[src/rtl/register_file.sv]
// Register file: fifteen general registers R0..R14 with two combinational
// read ports and one clocked write port. Address 15 has no storage. Reads at
// address 15 return the externally supplied R15 value (PC+8).
module register_file #(
  parameter int WIDTH = 32
) (
  input  logic             clk,
  input  logic             rst,
  input  logic [3:0]       RA1,
  input  logic [3:0]       RA2,
  input  logic [3:0]       RA3,
  input  logic [WIDTH-1:0] WD3,
  input  logic [WIDTH-1:0] R15,
  input  logic             WE3,
  output logic [WIDTH-1:0] RD1,
  output logic [WIDTH-1:0] RD2
);

  localparam logic [3:0] PC_ADDR = 4'd15;

  logic [WIDTH-1:0] regs [0:14];

  // Synchronous clear wins over a same-edge write; writes to address 15 are dropped.
  always_ff @(posedge clk) begin
    if (rst) begin
      for (int i = 0; i < 15; i++) begin
        regs[i] <= '0;
      end
    end else if (WE3 && (RA3 != PC_ADDR)) begin
      regs[RA3] <= WD3;
    end
  end

  // Read port 1: no write bypass, so a same-cycle write is only visible after the edge.
  always_comb begin
    RD1 = R15;
    if (RA1 != PC_ADDR) begin
      RD1 = regs[RA1];
    end
  end

  // Read port 2: independent copy of the port 1 decode.
  always_comb begin
    RD2 = R15;
    if (RA2 != PC_ADDR) begin
      RD2 = regs[RA2];
    end
  end

endmodule

[config.mk]
export PLATFORM = sky130hd
export DESIGN_NAME = register_file
export DESIGN_NICKNAME = d
export VERILOG_FILES = /design/src/rtl/register_file.sv
export SDC_FILE = /design/constraint.sdc
export NUM_CORES = 1
export LEC_CHECK = 0
export CAP_MARGIN = 20
export CORE_MARGIN = 10
export CORE_UTILIZATION = 25
export DETAILED_ROUTE_END_ITERATION = 6
export PLACE_DENSITY_LB_ADDON = 0.3
export SLEW_MARGIN = 20
export SYNTH_ARGS = -nofsm -noshare
export SYNTH_HDL_FRONTEND = slang
export SYNTH_SLANG_ARGS = --single-unit
export TNS_END_PERCENT = 5
[constraint.sdc]
create_clock -name clk -period 2.5 [get_ports clk]
set_input_delay 0.625 -clock clk [delete_from_list [all_inputs] [get_ports clk]]
set_output_delay 0.625 -clock clk [all_outputs]
set_load 0.005 [all_outputs]
Word-level counts from Yosys, hierarchy flattened
Memories as Yosys holds them, arrays and structs flattened.
Cells that the tools add are included.
- bits of input ports: 79
- bits in writable memories: 480
- memories: 1
- bits in registers: 0
- output and inout port bits: 64
- equal/unequal tests: 3
- multiplexer cells: 10
- reduce and logical (&&, ||, !) cells: 2
- memory list (name ; words ; bits a word ; read ports ; clocked after Yosys merged registers in ; write ports ; line ; RTL):
    regs ; 15 ; 32 ; 2 ; 0 ; 15 ; 21 ; logic [WIDTH-1:0] regs [0:14];
- operators with widths (kind ; count):
    two-way mux 32 bit ; 3
    OR reduction 32 bit ; 1
    inequality test 4 bit (second input constant) ; 3
    two-way mux 1 bit ; 6
    two-way mux 4 bit ; 1
    logical AND 1 bit ; 1

Longest topological paths before layout
Gate-level depths: netlist of the first run.
- depth after elaboration: 7
- mapped depth: 8
- mapped depth without buffers: 4

Worst setup path before layout of the first run
No wires, ideal clock.
- kind: input to output
- from: input port RA2[0]
- to: output port RD2[0]
- data arrival time: 1.837 ns
- path slack: 0.038 ns
- path buffers: 2
- cell stages on the path: 5
- path through: buf_2 buf_2 mux4_2 a22oi_1 nand2_1
- longest elaborated chain between the ends: 2
- elaborated cells between the ends (all ways): 3
- those cells by class: eq/ne: 1; mux: 1; memory: 1
- RTL lines (what ; line ; RTL):
    start, declared ; 10 ; input logic [3:0] RA2,
    memory (15 x 32 bit) or inequality test 4 bit (tied branches) ; n/a ;
    two-way mux 32 bit (*) ; 45 ; if (RA2 != PC_ADDR) begin
    end, declared ; 16 ; output logic [WIDTH-1:0] RD2
Mark *: on every way between the ends. The rest lies on a longest branch, timed or not.

Worst setup path in the final report of the first run
- from: input port RA2[0]
- to: output port RD2[3]
The elaborated chain is that of the path after synthesis.

==> results.sh, run 1 <==
export IMPL_die_h_um=343
export IMPL_drive_gt1_frac=0.364
export IMPL_swShare=0.259
export IMPL_grt_max_degree=33
export IMPL_reg_top3="regs: 480 flops"
export IMPL_grt_overflow=0
export IMPL_synth_seq_area_share=0.553
export IMPL_grt_busiest_layer="met2"
export IMPL_syn_num_nets=1980
export IMPL_startpoint="RA2[0]"
export IMPL_routabilityCongestion=0.840
export IMPL_synth_cell_types=35
export IMPL_synth_edf_count=480
export IMPL_status="complete, but fails checks"
export IMPL_postPlaceCellArea_um2=31500
export IMPL_cts_reportedPaths_clkPinSlew_ns=0.06
export IMPL_switching_power_uw=5420
export IMPL_grt_pass1_vias=19598
export IMPL_endpoint_kind="output port"
export IMPL_synth_area_top_cells="edfxtp_1, and2_1, mux4_2, mux2i_1, o22ai_1"
export IMPL_critPathMaxStageDelay_ns=0.49
export IMPL_first_iter_violations=1750
export IMPL_nets=2317
export IMPL_vias_per_cell=5.12
export IMPL_antenna_found_initial=8
export IMPL_synth_top_area_frac=0.553
export IMPL_grt_util_met1=0.217
export IMPL_crit_required_ns=1.88
export IMPL_failed_checks="setup timing"
export IMPL_criticalPathCategory="in -> out"
export IMPL_largest_reg_flops=480
export IMPL_rsz0062_at_grt="yes"
export IMPL_crit_slowest_cell="mux4_2"
export IMPL_crit_fanout=13
export IMPL_maxSlewHeadroom=0.565
export IMPL_syn_cell_area_um2=26000
export IMPL_path_cells="buf_16 > buf_12 > buf_16 > buf_12 > mux4_2 > a22oi_1 > nand2_1 > buf_2"
export IMPL_cts_tree="yes"
export IMPL_grt_first_pass_wirelength_mm=143
export IMPL_grt_use_met3=0.0253
export IMPL_power_density_nw_per_um2=603
export IMPL_met2_usage=0.277
export IMPL_pin_count=143
export IMPL_drv_cap=0
export IMPL_hold_violations=0
export IMPL_ys_warn_count=0
export IMPL_final_cell_mix="and2_1, edfxtp_1, buf_4"
export IMPL_core_um2=103000
export IMPL_final_area_um2=34800
export IMPL_synthArstFlopShare=0
export IMPL_port_buffers=142
export IMPL_crit_path_end="RD2[3]"
export IMPL_cts_buffer_depth=3
export IMPL_cts_buffers_inserted=53
export IMPL_regMostFlops="regs"
export IMPL_synth_cells=1901
export IMPL_clkPwrFrac=0.378
export IMPL_fmax_mhz=354
export IMPL_p_comb_frac=0.164
export IMPL_slew_viol_final=0
export IMPL_finalSetupTns_ns=-13.10
export IMPL_whs_ns=0.974
export IMPL_period_share=1.13
export IMPL_avgSynthCellArea_um2=13.7
export IMPL_vias=18737
export IMPL_intPower_uw=15500
export IMPL_grt_usage=0.167
export IMPL_h_tree_depth=2
export IMPL_initial_core_util=0.252
export IMPL_drc=0
export IMPL_wl_per_cell_um=27.5
export IMPL_synth_seq_cells=480
export IMPL_ant_nets=0
export IMPL_leakagePower_uw=0.0126
export IMPL_setup_violations=64
export IMPL_startpoint_type="input port"
export IMPL_firstDrtPassIters=5
export IMPL_wirelength_mm=101
export IMPL_yosys_most_used_dff="edfxtp_1"
export IMPL_critPathArrivalTime_ns=2.20
export IMPL_hpwl_mm=67.7
export IMPL_rows=118
export IMPL_hold_buffers=0
export IMPL_cts_sinks=480
export IMPL_clock_tree_root_cell="clkbuf_16"
export IMPL_ir_worst_vdd_v=0.000619
export IMPL_die_w_um=343
export IMPL_seq_power_share=0.457
export IMPL_worst_pin_slew_ns=0.653
export IMPL_hp_class="in -> reg"
export IMPL_die_area_um2=117000
export IMPL_synth_top_area_cell="edfxtp_1"
export IMPL_fin_ws_ns=-0.324
export IMPL_timing_final_crit_period_ns=2.82
export IMPL_area_delta_synth_final_pct=33.6
## worst min path at each step
stage                            endpoint  cells past startpoint    start
2_1_floorplan    regs[0][0]$_SDFFCE_PN0P_                      1   WD3[0]
3_3_place_gp   regs[12][17]$_SDFFCE_PN0P_                      2  WD3[17]
3_5_place_dp     regs[5][2]$_SDFFCE_PN0P_                      2   WD3[2]
4_1_cts         regs[0][25]$_SDFFCE_PN0P_                      2  WD3[25]
5_1_grt         regs[0][25]$_SDFFCE_PN0P_                      2  WD3[25]
6_report       regs[13][25]$_SDFFCE_PN0P_                      2  WD3[25]
## cells by family (layout without fill, tap and decap cells)
kind of cell,after synthesis,after routing,synth area share
simple gates,623,623,0.148
flops,480,480,0.553
mux,321,321,0.187
compound gates,287,287,0.0780
buf+inv,190,567,0.0333
other cells,0,1,0
## synth_stat cells, drive strengths merged, types with 2 or more instances
master     n
nor3       4
nand4bb    2
and2     481
a31oi     32
edfxtp   480
mux4     129
a211o     32
buf       57
clkbuf   133
mux2i    160
o221a     31
or2       16
o22ai    127
mux2      32
o21ai     33
nor2b     34
or2b      21
nor2      12
a22oi     31
nand2     32
nand2b    15
## timing repair
| item | CTS | global route |
|---|---|---|
| gates cloned | 9 | 0 |
| buffers inserted | 46 | 0 |
| pin swaps | 87 | 24 |
| setup endpoints to repair | 64 | 64 |
| gates resized for setup | 447 | 47 |
## cell type report
type	count	area, um2
Multi-Input combinational cell	1231	11700
Fill cell	9944	68700
Timing Repair Buffer	472	5180
Antenna cell	1	2.50
Tap cell	1380	1730
Clock inverter	28	354
Clock buffer	67	1380
Sequential cell	480	14400
## layer usage
layer  part of all wire  wire length, um  up-vias
met5                  0                0        -
li1                   -                -     7952
met3              0.063             6380      205
met2               0.48            48400      865
met1               0.42            42000     9715
met4              0.038             3810        0
## critical path: cells and delay by family
kind                   cells  cell delay, ns
AO/OA/AOI/OAI              1            0.18
buffers and inverters      5            0.70
AND/OR/NAND/NOR            1            0.16
multiplexers               1            0.49
## through the flow
step / worst slack, ns / power [uW] / instances / util
3_3_place_gp: -1.07 / 12900 / 3517 / 0.304
6_report: -0.324 / 21000 / 3659 / 0.336
4_1_cts: -0.299 / 21100 / 3658 / 0.335
5_1_grt: -0.339 / 21600 / 3658 / 0.336
3_5_place_dp: -1.04 / 12900 / 3517 / 0.304
2_1_floorplan: 0.0378 / 11100 / 1901 / -
## power by group through the flow
stage | sequential, uW | clock, uW | combinational [uW]
after floorplan | 9620 | 0 | 1480
after global placement | 9720 | 0 | 3140
after detailed placement | 9740 | 0 | 3150
after CTS | 9580 | 8060 | 3420
after global routing | 9630 | 8400 | 3620
final | 9590 | 7930 | 3440
Power figures use the tool's default switching activity.
==> run 2, diff against run 1 <==
--- a/config.mk
+++ b/config.mk
@@ -10,6 +10,7 @@
 export CORE_UTILIZATION = 25
 export DETAILED_ROUTE_END_ITERATION = 6
 export PLACE_DENSITY_LB_ADDON = 0.3
+export SETUP_SLACK_MARGIN = 0.3
 export SLEW_MARGIN = 20
 export SYNTH_ARGS = -nofsm -noshare
 export SYNTH_HDL_FRONTEND = slang
==> run 2 against run 1 <==
Effect of this change:
- flip-flop and latch count is the same
- sequential power barely moved
- clock power decreased by 6.9%
- the run still ends with setup timing left
- non-clock buffer count grew 5
- hold slack gained 0.011 ns
- critical endpoint is now RD1[16]
- fmax grew 0.96%
- largest cell class unchanged
==> results.sh, run 2 (synthesized netlist as in run 1, its figures left out) <==
export IMPL_path_cells="buf_16 > buf_8 > buf_12 > buf_12 > mux4_2 > mux2i_2 > o22ai_2 > buf_2"
export IMPL_cts_buffers_inserted=50
export IMPL_cts_reportedPaths_clkPinSlew_ns=0.06
export IMPL_rsz0062_at_grt="yes"
export IMPL_endpoint_kind="output port"
export IMPL_status="complete, but fails checks"
export IMPL_grt_usage=0.169
export IMPL_antenna_found_initial=10
export IMPL_grt_max_degree=41
export IMPL_grt_pass1_vias=19669
export IMPL_crit_required_ns=1.88
export IMPL_initial_core_util=0.252
export IMPL_slew_viol_final=0
export IMPL_hpwl_mm=66.9
export IMPL_startpoint_type="input port"
export IMPL_firstDrtPassIters=7
export IMPL_cts_buffer_depth=3
export IMPL_whs_path_depth=2
export IMPL_largest_reg_flops=480
export IMPL_die_w_um=343
export IMPL_pin_count=143
export IMPL_wl_per_cell_um=27.7
export IMPL_power_density_nw_per_um2=582
export IMPL_cts_sinks=480
export IMPL_criticalPathCategory="in -> out"
export IMPL_port_buffers=142
export IMPL_core_um2=103000
export IMPL_failed_checks="setup timing"
export IMPL_area_delta_synth_final_pct=35.5
export IMPL_leakagePower_uw=0.0128
export IMPL_wirelength_mm=101
export IMPL_h_tree_depth=2
export IMPL_grt_first_pass_wirelength_mm=145
export IMPL_hp_class="in -> reg"
export IMPL_die_area_um2=117000
export IMPL_nets=2319
export IMPL_hp_start="WD3[10]"
export IMPL_fin_util=0.341
export IMPL_fmax_mhz=358
export IMPL_timing_final_crit_period_ns=2.80
export IMPL_cts_tree="yes"
export IMPL_worst_pin_slew_ns=0.587
export IMPL_numPlacedInstances=3494
export IMPL_crit_fanout=8
export IMPL_path_common_cell="buf_12"
export IMPL_first_iter_violations=1479
export IMPL_vias=18408
export IMPL_stdcell_count=3661
export IMPL_grt_overflow=0
export IMPL_drv_cap=0
export IMPL_vias_per_cell=5.03
export IMPL_crit_slowest_cell="mux4_2"
export IMPL_routabilityCongestion=0.836
export IMPL_reg_top3="regs: 480 flops"
export IMPL_ir_worst_vdd_v=0.000521
export IMPL_drc=0
export IMPL_hold_violations=0
export IMPL_worstHoldEndpoint="regs[4][10]$_SDFFCE_PN0P_"
export IMPL_rows=118
export IMPL_maxSlewHeadroom=0.608
export IMPL_clock_tree_root_cell="clkbuf_16"
export IMPL_setup_violations=64
export IMPL_final_cell_mix="and2_1, edfxtp_1, buf_4"
export IMPL_ant_nets=0
export IMPL_fin_ws_ns=-0.297
export IMPL_critPathArrivalTime_ns=2.17
export IMPL_drive_gt1_frac=0.373
export IMPL_hold_buffers=0
export IMPL_period_share=1.12
export IMPL_critPathMaxStageDelay_ns=0.50
export IMPL_die_h_um=343
export IMPL_regMostFlops="regs"
==> run 2: power breakdown <==
group | internal, uW | switching (uW)
logic | 1790 | 1780
registers | 9320 | 266
clock network | 4060 | 3320
total | 15200 | 5370
==> run 2: cell type report <==
class	count	area [um2]
antenna	1	2.50
clock inverter	30	239
sequential	480	14400
clock buffer	62	1320
multi-input combinational	1231	12000
fill	9945	68200
tap	1380	1730
timing repair buffer	477	5620
==> run 2: worst max path at each step <==
| stage | cells past startpoint | endpoint | startpoint | slack [ns] |
|---|---|---|---|---|
| floorplan | 5 | RD1[27] | RA1[0] | 0.15 |
| global route | 7 | RD1[22] | RA1[0] | -0.34 |
| finish | 8 | RD1[16] | RA1[0] | -0.30 |
| CTS | 8 | RD1[16] | RA1[0] | -0.30 |
| detailed placement | 7 | RD2[1] | RA2[3] | -0.91 |
| global placement | 7 | RD2[1] | RA2[3] | -0.87 |
==> run 2: routing by layer <==
metal / vias to the layer above / track usage / wire [um]
met2: 717 / 0.291 / 50300
met1: 9550 / 0.213 / 40900
met4: 12 / 0.0526 / 3230
li1: 7950 / - / -
met3: 179 / 0.0294 / 6900
met5: - / 0 / 68
==> run 2: critical path: cells and delay by family <==
kind	cells	cell delay, ns
compound gates	1	0.12
buf+inv	5	0.69
mux	2	0.70
==> run 2: repair_timing <==
action | 4_1_cts | 5_1_grt
endpoints found under the setup margin | 64 | 64
cloned | 13 | 0
pin swaps | 91 | 21
setup buffers | 56 | 5
gates resized for setup | 483 | 59
==> run 2: stage by stage <==
stage               hold slack [ns]  worst slack, ns  power, uW  setup TNS, ns  instance area (um2)
global placement               1.61           -0.871      12800        -109.39                31500
finish                        0.985           -0.297      20500         -12.91                35300
detailed placement             1.62           -0.909      12900        -116.60                31500
global route                  0.995           -0.343      21200         -15.66                35300
CTS                           0.953           -0.298      20600         -13.93                35000
floorplan                     0.823            0.150      11100              0                26100
==> run 3, diff against run 2 <==
--- a/config.mk
+++ b/config.mk
@@ -8,6 +8,7 @@
 export CAP_MARGIN = 20
 export CORE_MARGIN = 10
 export CORE_UTILIZATION = 25
+export CTS_BUF_LIST = sky130_fd_sc_hd__clkbuf_16
 export DETAILED_ROUTE_END_ITERATION = 6
 export PLACE_DENSITY_LB_ADDON = 0.3
 export SETUP_SLACK_MARGIN = 0.3
==> run 3 against run 2 <==
Effect of this change:
- design area about the same
- flip-flop and latch count unchanged
- clock-buffer cell count is 11 lower
- the run still ends with setup timing left
- critical path type unchanged
- utilization hardly changed
- sequential share of layout area barely moved
- global-route usage hardly changed
- combinational power barely moved
- largest cell class unchanged
==> results.sh, run 3 (synthesized netlist as in run 1, its figures left out) <==
export IMPL_status="complete, but fails checks"
export IMPL_failed_checks="setup timing"
export IMPL_wl_per_cell_um=27.6
export IMPL_hp_class="in -> reg"
export IMPL_ant_nets=0
export IMPL_hpwl_mm=66.9
export IMPL_grt_overflow=0
export IMPL_rows=118
export IMPL_startpoint_type="input port"
export IMPL_slew_viol_final=0
export IMPL_drive_gt1_frac=0.374
export IMPL_nets=2323
export IMPL_criticalPathCategory="in -> out"
export IMPL_pin_count=143
export IMPL_h_tree_depth=2
export IMPL_firstDrtPassIters=7
export IMPL_regMostFlops="regs"
export IMPL_die_area_um2=117000
export IMPL_grt_busiest_layer="met2"
export IMPL_leakagePower_uw=0.0129
export IMPL_grt_util_met1=0.213
export IMPL_cts_buffers_inserted=50
export IMPL_cts_buffer_depth=3
export IMPL_worst_path_buf_inv=5
export IMPL_drv_cap=0
export IMPL_setup_violations=64
export IMPL_maxSlewHeadroom=0.605
export IMPL_die_h_um=343
export IMPL_fin_util=0.341
export IMPL_cts_sinks=480
export IMPL_area_delta_synth_final_pct=35.5
export IMPL_rsz0062_at_grt="yes"
export IMPL_initial_core_util=0.252
export IMPL_seq_power_share=0.468
export IMPL_endpoint_kind="output port"
export IMPL_period_share=1.12
export IMPL_first_iter_violations=1431
export IMPL_worst_pin_slew_ns=0.591
export IMPL_cts_reportedPaths_clkPinSlew_ns=0.06
export IMPL_grt_first_pass_wirelength_mm=145
export IMPL_critPathArrivalTime_ns=2.18
export IMPL_critPathMaxStageDelay_ns=0.50
export IMPL_met2_usage=0.291
export IMPL_grt_usage=0.169
export IMPL_intPower_uw=15100
export IMPL_grt_use_met3=0.0291
export IMPL_vias=18478
export IMPL_routabilityCongestion=0.836
export IMPL_vias_per_cell=5.04
export IMPL_crit_required_ns=1.88
export IMPL_final_cell_mix="and2_1, edfxtp_1, buf_4"
export IMPL_cts_tree="yes"
export IMPL_hold_buffers=0
export IMPL_clkPwrFrac=0.357
export IMPL_grt_pass1_vias=19661
export IMPL_crit_slowest_cell="mux4_2"
export IMPL_largest_reg_flops=480
export IMPL_reg_top3="regs: 480 flops"
export IMPL_fmax_mhz=357
export IMPL_timing_final_crit_period_ns=2.80
export IMPL_wirelength_mm=101
export IMPL_dp_slack_ns=-0.909
export IMPL_critPathTopFamily="buffers and inverters"
export IMPL_crit_fanout=8
export IMPL_drc=0
export IMPL_power_density_nw_per_um2=580
export IMPL_core_um2=103000
export IMPL_grt_max_degree=41
export IMPL_p_comb_frac=0.174
export IMPL_switching_power_uw=5350
export IMPL_ir_worst_vdd_v=0.000519
export IMPL_fin_ws_ns=-0.304
export IMPL_fillers=9945
export IMPL_antenna_found_initial=10
export IMPL_path_cells="buf_16 > buf_16 > buf_4 > mux4_2 > mux2i_2 > o22ai_1 > buf_4 > buf_6"
export IMPL_die_w_um=343
export IMPL_clock_tree_root_cell="clkbuf_16"
export IMPL_port_buffers=142
export IMPL_swShare=0.261
export IMPL_hold_violations=0
[run 3: changes by cell type in the layout (fill, tap and decap cells not counted), sizes merged]
cell	change
clkbuf	-11
buf	+4
inv	+11
[run 3: layout make-up]
class	count	area, um2	share of cell area
antenna	1	2.50	0.0000709
clock inverter	41	280	0.00794
tap	1380	1730	0.0489
clock buffer	51	1280	0.0362
sequential	480	14400	0.408
timing repair buffer	481	5650	0.160
multi-input combinational	1231	11900	0.338
[run 3: through the flow]
stage	TNS (ns)	hold WS [ns]	area, um2	power (uW)	cells
floorplan	0	0.823	26100	11100	1901
global placement	-109.39	1.61	31500	12800	3494
detailed placement	-116.60	1.62	31500	12900	3494
CTS	-13.94	0.953	35000	20500	3655
global route	-15.75	0.995	35300	21100	3664
finish	-12.72	0.984	35300	20500	3665
[run 3: worst paths after layout]
check	startpoint	to	slack, ns	depth (start not counted)
worst min-delay path	WD3[9]	regs[5][9]$_SDFFCE_PN0P_	0.98	2
worst max-delay path	RA2[0]	RD2[30]	-0.30	8
[run 3: power groups by stage]
stage | logic, uW | clock network (uW) | registers (uW)
6_report | 3570 | 7310 | 9590
5_1_grt | 3750 | 7750 | 9630
4_1_cts | 3510 | 7430 | 9570
3_5_place_dp | 3120 | 0 | 9740
3_3_place_gp | 3110 | 0 | 9700
2_1_floorplan | 1490 | 0 | 9620
[run 3: repair_timing]
action	CTS	global route
endpoints found under the hold margin	0	0
buffers inserted	56	9
resized for setup	480	58
setup endpoints to repair	64	64
pin swaps	88	22
cloned	13	0
[run 3: metal layers]
layer / vias up / share of wire
li1: 7961 / -
met1: 9621 / 0.40
met2: 709 / 0.50
met3: 175 / 0.066
met4: 12 / 0.032
met5: - / 0.00067
